--- config.mk ---
export PLATFORM = sky130hd
export DESIGN_NAME = float_result_buffer
export DESIGN_NICKNAME = d
export VERILOG_FILES = /design/src/rtl/float_result_buffer.sv
export SDC_FILE = /design/constraint.sdc
export NUM_CORES = 1
export LEC_CHECK = 0
export ABC_AREA = 1
export ABC_CLOCK_PERIOD_IN_PS = 2800
export CAP_MARGIN = 30
export CORE_MARGIN = 3
export CORE_UTILIZATION = 49
export DETAILED_ROUTE_END_ITERATION = 16
export GPL_ROUTABILITY_DRIVEN = 0
export PLACE_DENSITY = 0.81
export SYNTH_ARGS = -nofsm -noshare
export SYNTH_HDL_FRONTEND = slang
export SYNTH_SLANG_ARGS = --single-unit
--- constraint.sdc ---
create_clock -name clk -period 2.8 [get_ports clk]
set_input_delay 0.56 -clock clk [delete_from_list [all_inputs] [get_ports clk]]
set_output_delay 0.56 -clock clk [all_outputs]
set_load 0.03 [all_outputs]
--- src/rtl/float_result_buffer.sv ---
// float_result_buffer: FIFO of ALU result/flags pairs with a sticky accumulated-exception register.
module float_result_buffer #(
  parameter int DEPTH = 4,
  localparam int CW = $clog2(DEPTH) + 1
) (
  input  logic          clk,
  input  logic          rst,
  input  logic          valid_in,
  output logic          ready_out,
  input  logic [31:0]   result_in,
  input  logic [4:0]    flags_in,
  output logic          valid_out,
  input  logic          ready_in,
  output logic [31:0]   result,
  output logic [4:0]    flags,
  output logic [4:0]    fflags,
  input  logic          fflags_clr,
  output logic [CW-1:0] count
);
  localparam int AW = $clog2(DEPTH);
  logic [36:0] mem [DEPTH];
  logic [AW-1:0] wr_ptr, rd_ptr;
  logic push, pop;
  always_comb begin
    ready_out = count != CW'(DEPTH);
    valid_out = count != '0;
    push = valid_in && ready_out;
    pop = valid_out && ready_in;
    {result, flags} = valid_out ? mem[rd_ptr] : 37'd0;
  end
  always_ff @(posedge clk)
    if (push) mem[wr_ptr] <= {result_in, flags_in};
  always_ff @(posedge clk) begin
    if (rst) begin
      wr_ptr <= '0;
      rd_ptr <= '0;
      count <= '0;
      fflags <= '0;
    end else begin
      wr_ptr <= push ? wr_ptr + 1'b1 : wr_ptr;
      rd_ptr <= pop ? rd_ptr + 1'b1 : rd_ptr;
      count <= (push && !pop) ? count + 1'b1 : (pop && !push) ? count - 1'b1 : count;
      fflags <= ((fflags_clr ? 5'd0 : fflags) | (push ? flags_in : 5'd0));
    end
  end
endmodule

* After elaboration in Yosys (flattened, before gate mapping)
Memory sizes are Yosys's and may differ from the RTL's. A register that Yosys moved wholly into a read port is not among the register bits.
Index checks and enable logic that the tools add are counted.
** Word-level totals
- Bits in registers :: 12
- RAM bits :: 148
- Input bits :: 42
- Output and inout bits :: 47
- Logic and storage cells :: 28
- Memories :: 1
** Cells by class
- Add/subtract/negate cells :: 4
- Equal/unequal tests :: 1
- Mux-type cells :: 9
- Bitwise gates (word level) :: 1
- Reduce and logical (&&, ||, !) cells :: 8
** Memories
- mem :: words 4, width 37, read ports 1, clocked after memory_dff 1, wr ports 1, line 21 : logic [36:0] mem [DEPTH];
** Operators with widths (number)
- 37-bit two-way mux :: 1
- 5-bit two-way mux :: 2
- 3-bit two-way mux :: 2
- 5-bit OR :: 1
- 2-bit by 1-bit adder with 2-bit output (second input constant) :: 2
- 1-bit logical AND :: 4
- 2-bit two-way mux :: 2
- 3-bit by 1-bit adder with 3-bit output (second input constant) :: 1
- 3-bit != test (second input constant) :: 1
- 3-bit nonzero test :: 1
- 3-bit by 1-bit subtractor with 3-bit output (second input constant) :: 1
- 1-bit zero test :: 2
- 1-bit two-way mux :: 2
- 2-bit nonzero test :: 1

* Longest topological paths before layout
Gate-level depths: netlist of the first run.
- Word-level depth :: 6
- Gate-level depth with buffers :: 14
- Depth with buffers taken out :: 13

* Least setup slack after synthesis of the first run
Ideal clock, no wire load.
- Path kind :: reg2reg
- From :: register count[0]
- To :: memory mem[0][0] (enable)
- Library setup time :: 431 ps
- Data arrival time :: 2789 ps
- Data required time :: 2369 ps
- Slack :: -420 ps
- Stages on the path, launching flop included :: 6
- Path buffers :: 1
- Period minus slack after synthesis :: 3220 ps
- Cell sequence :: dfxtp_1 inv_1 nand3_1 buf_2 nand2_1 nor2_1
** Between the ends
- Longest elaborated chain between the ends :: 4
** Ends and longest elaborated chain
- start: declaration :: line 18 : output logic [CW-1:0] count
- start signal: assignment :: line 42 : count <= (push && !pop) ? count + 1'b1 : (pop && !push) ? count - 1'b1 : count;
- 3-bit != test :: line 25 : ready_out = count != CW'(DEPTH);
- net ready_out :: line 9 : output logic ready_out,
- 1-bit logical AND :: line 27 : push = valid_in && ready_out;
- 1-bit two-way mux :: line 32 : if (push) mem[wr_ptr] <= {result_in, flags_in};
- 1-bit two-way mux (not written as such) :: line 32
- end: declaration :: line 21
The timed path passes the listed nets, and every way through them passes these cells.

* Worst setup path after layout of the first run
- From :: register count[0]
- To :: output result[2]
** Between the ends
- Longest elaborated chain between the ends :: 2
** Ends and longest elaborated chain
- 3-bit nonzero test :: line 26 : valid_out = count != '0;
- 37-bit two-way mux :: line 29 : {result, flags} = valid_out ? mem[rd_ptr] : 37'd0;
- end: declaration :: line 14 : output logic [31:0] result,
Every way passes these cells.

==> flow_summary.json, run 1 <==
{
  "combPwrFrac_pct": 36.4,
  "rr_worst_depth": 9,
  "drv_cap": 0,
  "setup.worst_path.start_class": "register",
  "syn_nets": 613,
  "clock_latency_ps": 420,
  "numPortBuffers": 88,
  "cp_max_fo": 37,
  "fmax_ghz": 0.382,
  "grt_util_all_layers_pct": 19.6,
  "cts_buffer_depth": 2,
  "synth-compound-area-share_pct": 6.71,
  "post-route-util_pct": 63.6,
  "cts_tree": "yes",
  "clk_pin_slew_ps": 60,
  "max_slew_margin_pct": 49.2,
  "p_int_w": 0.00523,
  "drive_gt1_share_pct": 13.6,
  "ioPinCount": 89,
  "die_h_um": 121,
  "cp.required_ps": 2240,
  "htree_levels": 4,
  "place_ws_ps": 512,
  "finalSetupTns_ps": 0,
  "hold_class": "reg -> reg",
  "clkPwrFrac_pct": 27.2,
  "drv_slew": 0,
  "hold_depth": 2,
  "cts-root-buf": "clkbuf_16",
  "endpoint_kind": "output pin",
  "post-route-period-util_pct": 93.4,
  "critical_path_class": "reg -> out",
  "grt_pass1_vias": 4397,
  "cts_buffers": 17,
  "timing.final.ws_setup_ps": 185,
  "initial_core_util_pct": 50.8,
  "skew_ps": 4.31,
  "nets": 705,
  "die_x_um": 121,
  "synth_top_family_by_area": "simple AND/OR/NAND/NOR gates",
  "status": "completed",
  "synth-xor-area-share_pct": 0,
  "netlist_area_mm2": 0.00649,
  "final-hold-violation-count": 0,
  "core_mm2": 0.0128,
  "switching_power_w": 0.00307,
  "dp_hpwl_um": 8380,
  "remaining_drc_errors": 0,
  "grt_overflow": 0,
  "vias_per_cell": 5.15,
  "drt-total-wl_um": 13600,
  "grt_max_degree": 75,
  "seq_power_share_pct": 36.4,
  "setup_violations": 0,
  "synth_mux_area_share_pct": 0,
  "fin_area_mm2": 0.00812,
  "p_leak_nw": 3.12,
  "cts_resized": 0,
  "synth_fa_ha_area_share_pct": 1.27,
  "final_common_cell": "nand2_1",
  "wl_per_cell_um": 16.1,
  "cp.arrival_ps": 2060,
  "fin_crit_ps": 2620,
  "ir_worst_vdd_v": 0.000810,
  "synth_top_area_share_pct": 68.5,
  "fill_cells": 961,
  "drt_iter0_drc": 302,
  "post_cts_buffers": 0,
  "yosys_warnings": 0,
  "yosys-top-cells-area": "edfxtp_1 68%, nand2_1 9.5%, nor2_1 4.9%",
  "antenna_found_initial": 0,
  "drtAntennaViolNets": 0,
  "switching_share_pct": 37.0,
  "syn_to_final_growth_pct": 25.1,
  "synth_cells": 565,
  "ys_types": 20,
  "ys_seq_area_share_pct": 72.8,
  "yosys_register_bits": 162,
  "yosys.area_share.simple_pct": 15.5,
  "p_total_w": 0.00830,
  "vias": 4336,
  "clock-sinks": 162,
  "worst_pin_slew_ps": 760,
  "row_count": 41,
  "postCtsHoldBufs": 0,
  "drtPass1Iterations": 5,
  "post_dp_cell_area_mm2": 0.00754,
  "grt_pass1_wl_um": 21800,
  "rsz0062_at_grt": "no",
  "avgSynthCellArea_um2": 11.5,
  "die-area_mm2": 0.0147,
  "synth.largest_area_cell": "edfxtp_1",
  "most-common-layout-cells": "165 x nand2_1, 148 x edfxtp_1, 80 x nor2_1",
  "antennaDiodeCount": 0,
  "p_per_area_mw_per_mm2": 1020
}
[kinds of logic (layout without fill, tap and decap cells)]
logic type	after synthesis	count (layout)
AO/OA/AOI/OAI	87	87
AND/OR/NAND/NOR	261	261
adder cells (fa/ha/maj)	6	6
buffers and inverters	49	154
flip-flops	162	162
[worst paths after layout]
path                                             from                     to  slack (ps)
worst max-delay path            count[0]$_SDFFE_PP0P_              result[2]         180
worst min-delay path             fflags[4]$_SDFF_PP0_   fflags[4]$_SDFF_PP0_         480
worst max register to register  count[1]$_SDFFE_PP0P_  count[1]$_SDFFE_PP0P_         680
worst min register to register   fflags[4]$_SDFF_PP0_   fflags[4]$_SDFF_PP0_         480
[per-layer routing]
| metal | track usage (%) | up-vias | routed length [um] |
|---|---|---|---|
| met3 | 5.83 | 19 | 942 |
| met4 | 7.58 | 0 | 206 |
| met5 | 0 | - | 0 |
| li1 | - | 2101 | - |
| met1 | 23.5 | 2068 | 5600 |
| met2 | 33.3 | 148 | 6820 |
[state kept, by name, summed over array words and instances (netlist names), named ones only]
register  count
fflags        5
rd_ptr        2
wr_ptr        2
count         3
mem         148
[cells in the mapped netlist]
master,number
nand2_1,165
edfxtp_1,148
nor2_1,84
a21oi_1,48
o21ai_0,31
inv_1,18
buf_2,16
dfxtp_1,14
nand3_1,9
o21ai_1,8
buf_4,6
ha_1,5
clkbuf_1,3
buf_6,2
clkbuf_2,2
inv_2,2
fa_1,1
nand3_2,1
nand3b_1,1
nand4_1,1
[critical path: stages, from the launching register on]
cell and delay (ps):
dfxtp_1 340, inv_1 120, nand3_2 170, inv_2 600, a21oi_1 170, buf_4 230
[final cells by class]
type	instances	area [um^2]	area share, %
repair buffers	102	968	11.9
clock buffers	17	425	5.24
clock inverters	15	159	1.96
multi-input cells	354	1550	19.1
inverters	20	75.1	0.924
well taps	172	215	2.65
flip-flops and latches	162	4730	58.2
[power groups by stage]
stage          Clock [W]  Combinational (W)  Sequential (W)
3_3_place_gp           0            0.00297         0.00305
2_1_floorplan          0            0.00187         0.00312
5_1_grt          0.00239            0.00329         0.00304
3_5_place_dp           0            0.00303         0.00307
6_report         0.00226            0.00302         0.00302
4_1_cts          0.00228            0.00305         0.00302
[through the flow]
step	cells	hold slack [ps]
finish	842	479
global placement	810	456
detailed placement	810	464
global route	842	501
floorplan	565	448
CTS	842	476
No activity file was read; power rests on OpenSTA's default activity.
==> run 2: changes to the inputs <==
--- a/config.mk
+++ b/config.mk
@@ -8,8 +8,10 @@
 export ABC_AREA = 1
 export ABC_CLOCK_PERIOD_IN_PS = 2800
 export CAP_MARGIN = 30
+export CORE_ASPECT_RATIO = 0.9
 export CORE_MARGIN = 3
 export CORE_UTILIZATION = 49
+export CTS_BUF_LIST = sky130_fd_sc_hd__clkbuf_16
 export DETAILED_ROUTE_END_ITERATION = 16
 export GPL_ROUTABILITY_DRIVEN = 0
 export PLACE_DENSITY = 0.81
==> run 2 against run 1 <==
  * Maximum frequency down 2.2%
  * Power down 0.74%
  * Sequential power about the same
  * Worst setup slack worse by 58 ps
  * Combinational power about the same
  * Global-route usage down 1.1 points
  * Count of clock-buffer cells in the layout unchanged
  * Critical path type unchanged
==> flow_summary.json, run 2 (synthesis results as in run 1) <==
{
  "drtAntennaViolNets": 0,
  "endpoint_kind": "output pin",
  "cts_resized": 0,
  "vias": 4330,
  "htree_levels": 4,
  "cts_buffers": 17,
  "grt_util_all_layers_pct": 18.5,
  "max_slew_margin_pct": 57.1,
  "cp.required_ps": 2240,
  "post-route-period-util_pct": 95.5,
  "initial_core_util_pct": 50.6,
  "die_x_um": 127,
  "fin_crit_ps": 2670,
  "clk_pin_slew_ps": 60,
  "multi_input_area_mm2": 0.00155,
  "cts-root-buf": "clkbuf_16",
  "rsz0062_at_grt": "no",
  "antennaDiodeCount": 0,
  "drv_slew": 0,
  "p_leak_nw": 3.12,
  "wl_per_cell_um": 15.7,
  "cp.arrival_ps": 2110,
  "ioPinCount": 89,
  "clock-sinks": 162,
  "cp_max_fo": 29,
  "row_count": 39,
  "largest_register_ffs": 148,
  "dp_hpwl_um": 8010,
  "grt_overflow": 0,
  "remaining_drc_errors": 0,
  "setup.worst_path.start_class": "register",
  "fmax_ghz": 0.374,
  "worst_pin_slew_ps": 642,
  "regArea_mm2": 0.00473,
  "syn_to_final_growth_pct": 24.6,
  "setup_violations": 0,
  "cts_buffer_depth": 2,
  "status": "completed",
  "skew_ps": 8.54,
  "clock_latency_ps": 410,
  "fill_cells": 940,
  "grt_max_degree": 61,
  "drt-total-wl_um": 13100,
  "reg.largest.list": "mem: 148 flops, fflags: 5 flops, count: 3 flops",
  "die_h_um": 115,
  "drive_gt1_share_pct": 13.3,
  "final-hold-violation-count": 0,
  "drt_iter0_drc": 357,
  "drtPass1Iterations": 7,
  "postCtsHoldBufs": 0,
  "critical_path_class": "reg -> out",
  "regMostFlops": "mem",
  "grt_pass1_vias": 4232,
  "hold_class": "reg -> reg",
  "nets": 704,
  "ir_worst_vdd_v": 0.000620,
  "p_per_area_mw_per_mm2": 1020,
  "holdWs_ps": 478,
  "vias_per_cell": 5.20,
  "cts_tree": "yes",
  "drv_cap": 0,
  "die-area_mm2": 0.0147,
  "post_cts_buffers": 0,
  "post-route-util_pct": 63.0,
  "numPortBuffers": 88,
  "final_common_cell": "nand2_1",
  "antenna_found_initial": 0,
  "grt_pass1_wl_um": 20900,
  "core_mm2": 0.0128,
  "most-common-layout-cells": "165 x nand2_1, 148 x edfxtp_1, 80 x nor2_1"
}
-- run 2: per-layer routing --
metal  wire length [um]  GRT usage (%)
met3               1010           6.04
met1               5520           23.6
met4                197           7.08
met2               6390           29.7
met5                  0              0
-- run 2: critical path, cell delays in order (launching register included) --
cell and delay, ps:
dfxtp_1 350, inv_1 140, nand3_2 170, inv_2 520, buf_4 280, a21oi_1 60
buf_4 170
-- run 2: cell type report --
cell class	count	area share [%]
flip-flops and latches	162	58.4
multi-input cells	354	19.2
repair buffers	101	11.9
clock buffers	17	5.26
well taps	164	2.54
clock inverters	15	1.79
inverters	20	0.928
-- run 2: per-stage QoR --
step / TNS, ps / instances / setup WS (ps) / cell area (um^2) / power (W)
CTS: 0 / 833 / 91.6 / 8090 / 0.00830
finish: 0 / 833 / 126 / 8090 / 0.00824
floorplan: -62160 / 565 / -420 / 6490 / 0.00499
global placement: 0 / 801 / 561 / 7520 / 0.00603
detailed placement: 0 / 801 / 472 / 7520 / 0.00611
global route: 0 / 833 / 5.65 / 8090 / 0.00868
-- run 2: final timing paths --
| check | endpoint | slack [ps] | start | cells past startpoint |
|---|---|---|---|---|
| hold / removal | fflags[2]$_SDFF_PP0_ | 480 | fflags[2]$_SDFF_PP0_ | 2 |
| hold reg to reg | fflags[2]$_SDFF_PP0_ | 480 | fflags[2]$_SDFF_PP0_ | 2 |
| setup / recovery | result[25] | 130 | count[0]$_SDFFE_PP0P_ | 6 |
| setup reg to reg | count[1]$_SDFFE_PP0P_ | 530 | count[0]$_SDFFE_PP0P_ | 9 |
-- run 2: power breakdown --
group / leakage [nW] / switching (W) / internal, W
Clock: 0.277 / 0.000888 / 0.00130
Sequential: 1.47 / 0.000104 / 0.00293
Combinational: 1.37 / 0.00202 / 0.000990
==> run 3: changes to the inputs <==
--- a/config.mk
+++ b/config.mk
@@ -15,6 +15,7 @@
 export DETAILED_ROUTE_END_ITERATION = 16
 export GPL_ROUTABILITY_DRIVEN = 0
 export PLACE_DENSITY = 0.81
+export REMOVE_ABC_BUFFERS = 1
 export SYNTH_ARGS = -nofsm -noshare
 export SYNTH_HDL_FRONTEND = slang
 export SYNTH_SLANG_ARGS = --single-unit
==> run 3 against run 2 <==
  * Global-route usage is 0.91 points higher
  * Critical endpoint is now result[4]
  * Cell count is 0.24% lower
  * Sequential cell count stayed put
  * Largest power group is now combinational logic
  * Register-to-register slack better by 200 ps
  * Die area stayed put
  * Power hardly changed
  * Critical path type unchanged
  * Clock power is 2% lower
  * Maximum frequency is 0.72% higher
  * Largest cell class unchanged
  * Final area is 0.15% lower
  * First-iteration DRC count is 45% higher
  * Count of clock-buffer cells in the layout stayed put
  * Via count is 3.2% higher
==> flow_summary.json, run 3 (synthesis results as in run 1) <==
{
  "status": "completed",
  "p_per_area_mw_per_mm2": 1020,
  "vias_per_cell": 5.38,
  "drt_iter0_drc": 516,
  "nets": 703,
  "ir_worst_vdd_v": 0.000725,
  "clock-sinks": 162,
  "drv_slew": 0,
  "clock_latency_ps": 420,
  "most-common-layout-cells": "165 x nand2_1, 148 x edfxtp_1, 80 x nor2_1",
  "clk_pin_slew_ps": 60,
  "die_h_um": 115,
  "hold_class": "reg -> reg",
  "max_slew_margin_pct": 62.2,
  "hold_depth": 2,
  "drv_cap": 0,
  "numPortBuffers": 88,
  "grt_pass1_wl_um": 21900,
  "htree_levels": 4,
  "finalSetupTns_ps": 0,
  "setup.worst_path.start_class": "register",
  "rsz0062_at_grt": "yes",
  "largest_register_ffs": 148,
  "rr_worst_depth": 9,
  "dp_hpwl_um": 8350,
  "fin_crit_ps": 2650,
  "initial_core_util_pct": 50.6,
  "die-area_mm2": 0.0147,
  "fin_area_mm2": 0.00808,
  "worst_pin_slew_ps": 566,
  "post_dp_cell_area_mm2": 0.00752,
  "cp_max_fo": 32,
  "row_count": 39,
  "cp.required_ps": 2240,
  "final-hold-violation-count": 0,
  "fmax_ghz": 0.377,
  "cts-root-buf": "clkbuf_16",
  "die_x_um": 127,
  "post_cts_buffers": 0,
  "cts_buffers": 17,
  "wl_per_cell_um": 16.5,
  "cts_buffer_depth": 2,
  "reg.largest.list": "mem: 148 flops, fflags: 5 flops, count: 3 flops",
  "grt_max_degree": 38,
  "final_common_cell": "nand2_1",
  "antenna_found_initial": 0,
  "grt_overflow": 0,
  "setup_violations": 0,
  "post-route-period-util_pct": 94.8,
  "regMostFlops": "mem",
  "skew_ps": 7.32,
  "drt-total-wl_um": 13700,
  "cp.arrival_ps": 2090,
  "vias": 4470,
  "syn_to_final_growth_pct": 24.4,
  "drtAntennaViolNets": 0,
  "regToRegSetupSlack_ps": 730,
  "cts_tree": "yes",
  "post-route-util_pct": 62.9,
  "grt_pass1_vias": 4414,
  "p_leak_nw": 3.11,
  "core_mm2": 0.0128,
  "grt_util_all_layers_pct": 19.4,
  "remaining_drc_errors": 0,
  "critical_path_class": "reg -> out",
  "timing.final.ws_setup_ps": 145,
  "place_ws_ps": 328,
  "layoutNonFillerInstCount": 831,
  "drive_gt1_share_pct": 12.5,
  "postCtsHoldBufs": 0,
  "ioPinCount": 89,
  "drtPass1Iterations": 5,
  "place_inst": 800,
  "endpoint_kind": "output pin"
}
run 3: cell types whose count changed in the layout (fill, tap and decap cells not counted), moves of 2 or more:
cell        delta
clkinv_4       -2
clkinvlp_4     -2
clkinv_2       -2
buf_4          -2
clkinv_1       +2
run 3: power by group:
| part | switching (W) | internal (W) |
|---|---|---|
| clock network | 0.000861 | 0.00129 |
| logic | 0.00205 | 0.000999 |
| registers | 0.000108 | 0.00293 |
| total | 0.00302 | 0.00522 |
run 3: per-stage QoR:
step | hold WS [ps] | power, W
after global placement | 458 | 0.00603
after CTS | 472 | 0.00827
final | 468 | 0.00824
after global routing | 494 | 0.00865
after detailed placement | 465 | 0.00612
after floorplan | 448 | 0.00487
run 3: worst paths after layout:
| path | end | start |
|---|---|---|
| worst max-delay path | result[4] | register |
| worst min-delay path | fflags[2]$_SDFF_PP0_ | fflags[2]$_SDFF_PP0_ |
| worst max register to register | count[1]$_SDFFE_PP0P_ | count[0]$_SDFFE_PP0P_ |
| worst min register to register | fflags[2]$_SDFF_PP0_ | fflags[2]$_SDFF_PP0_ |
run 3: worst max-delay path, stage by stage, from the launching register on:
cell and delay, ps:
dfxtp_2 540, buf_4 400, nor2_1 110, nor2_1 120, o21ai_0 110, a21oi_1 200
buf_4 200
run 3: timing repair:
action,4_1_cts,5_1_grt
gates resized for setup,0,2
hold endpoints to repair,0,0
endpoints found under the setup margin,0,3
run 3: layout make-up:
type                    instances  area, um^2
clock inverters                13         123
well taps                     164         205
flip-flops and latches        162        4730
clock buffers                  17         425
fillers                       928        4760
inverters                      20        77.6
multi-input cells             354        1550
repair buffers                100         966
diodes                          1        2.50
run 3: layer usage:
layer	track usage (%)	share of wire, %
met1	24.1	42
met2	31.3	49
met3	7.80	8.5
met4	6.50	1.0
met5	0	0
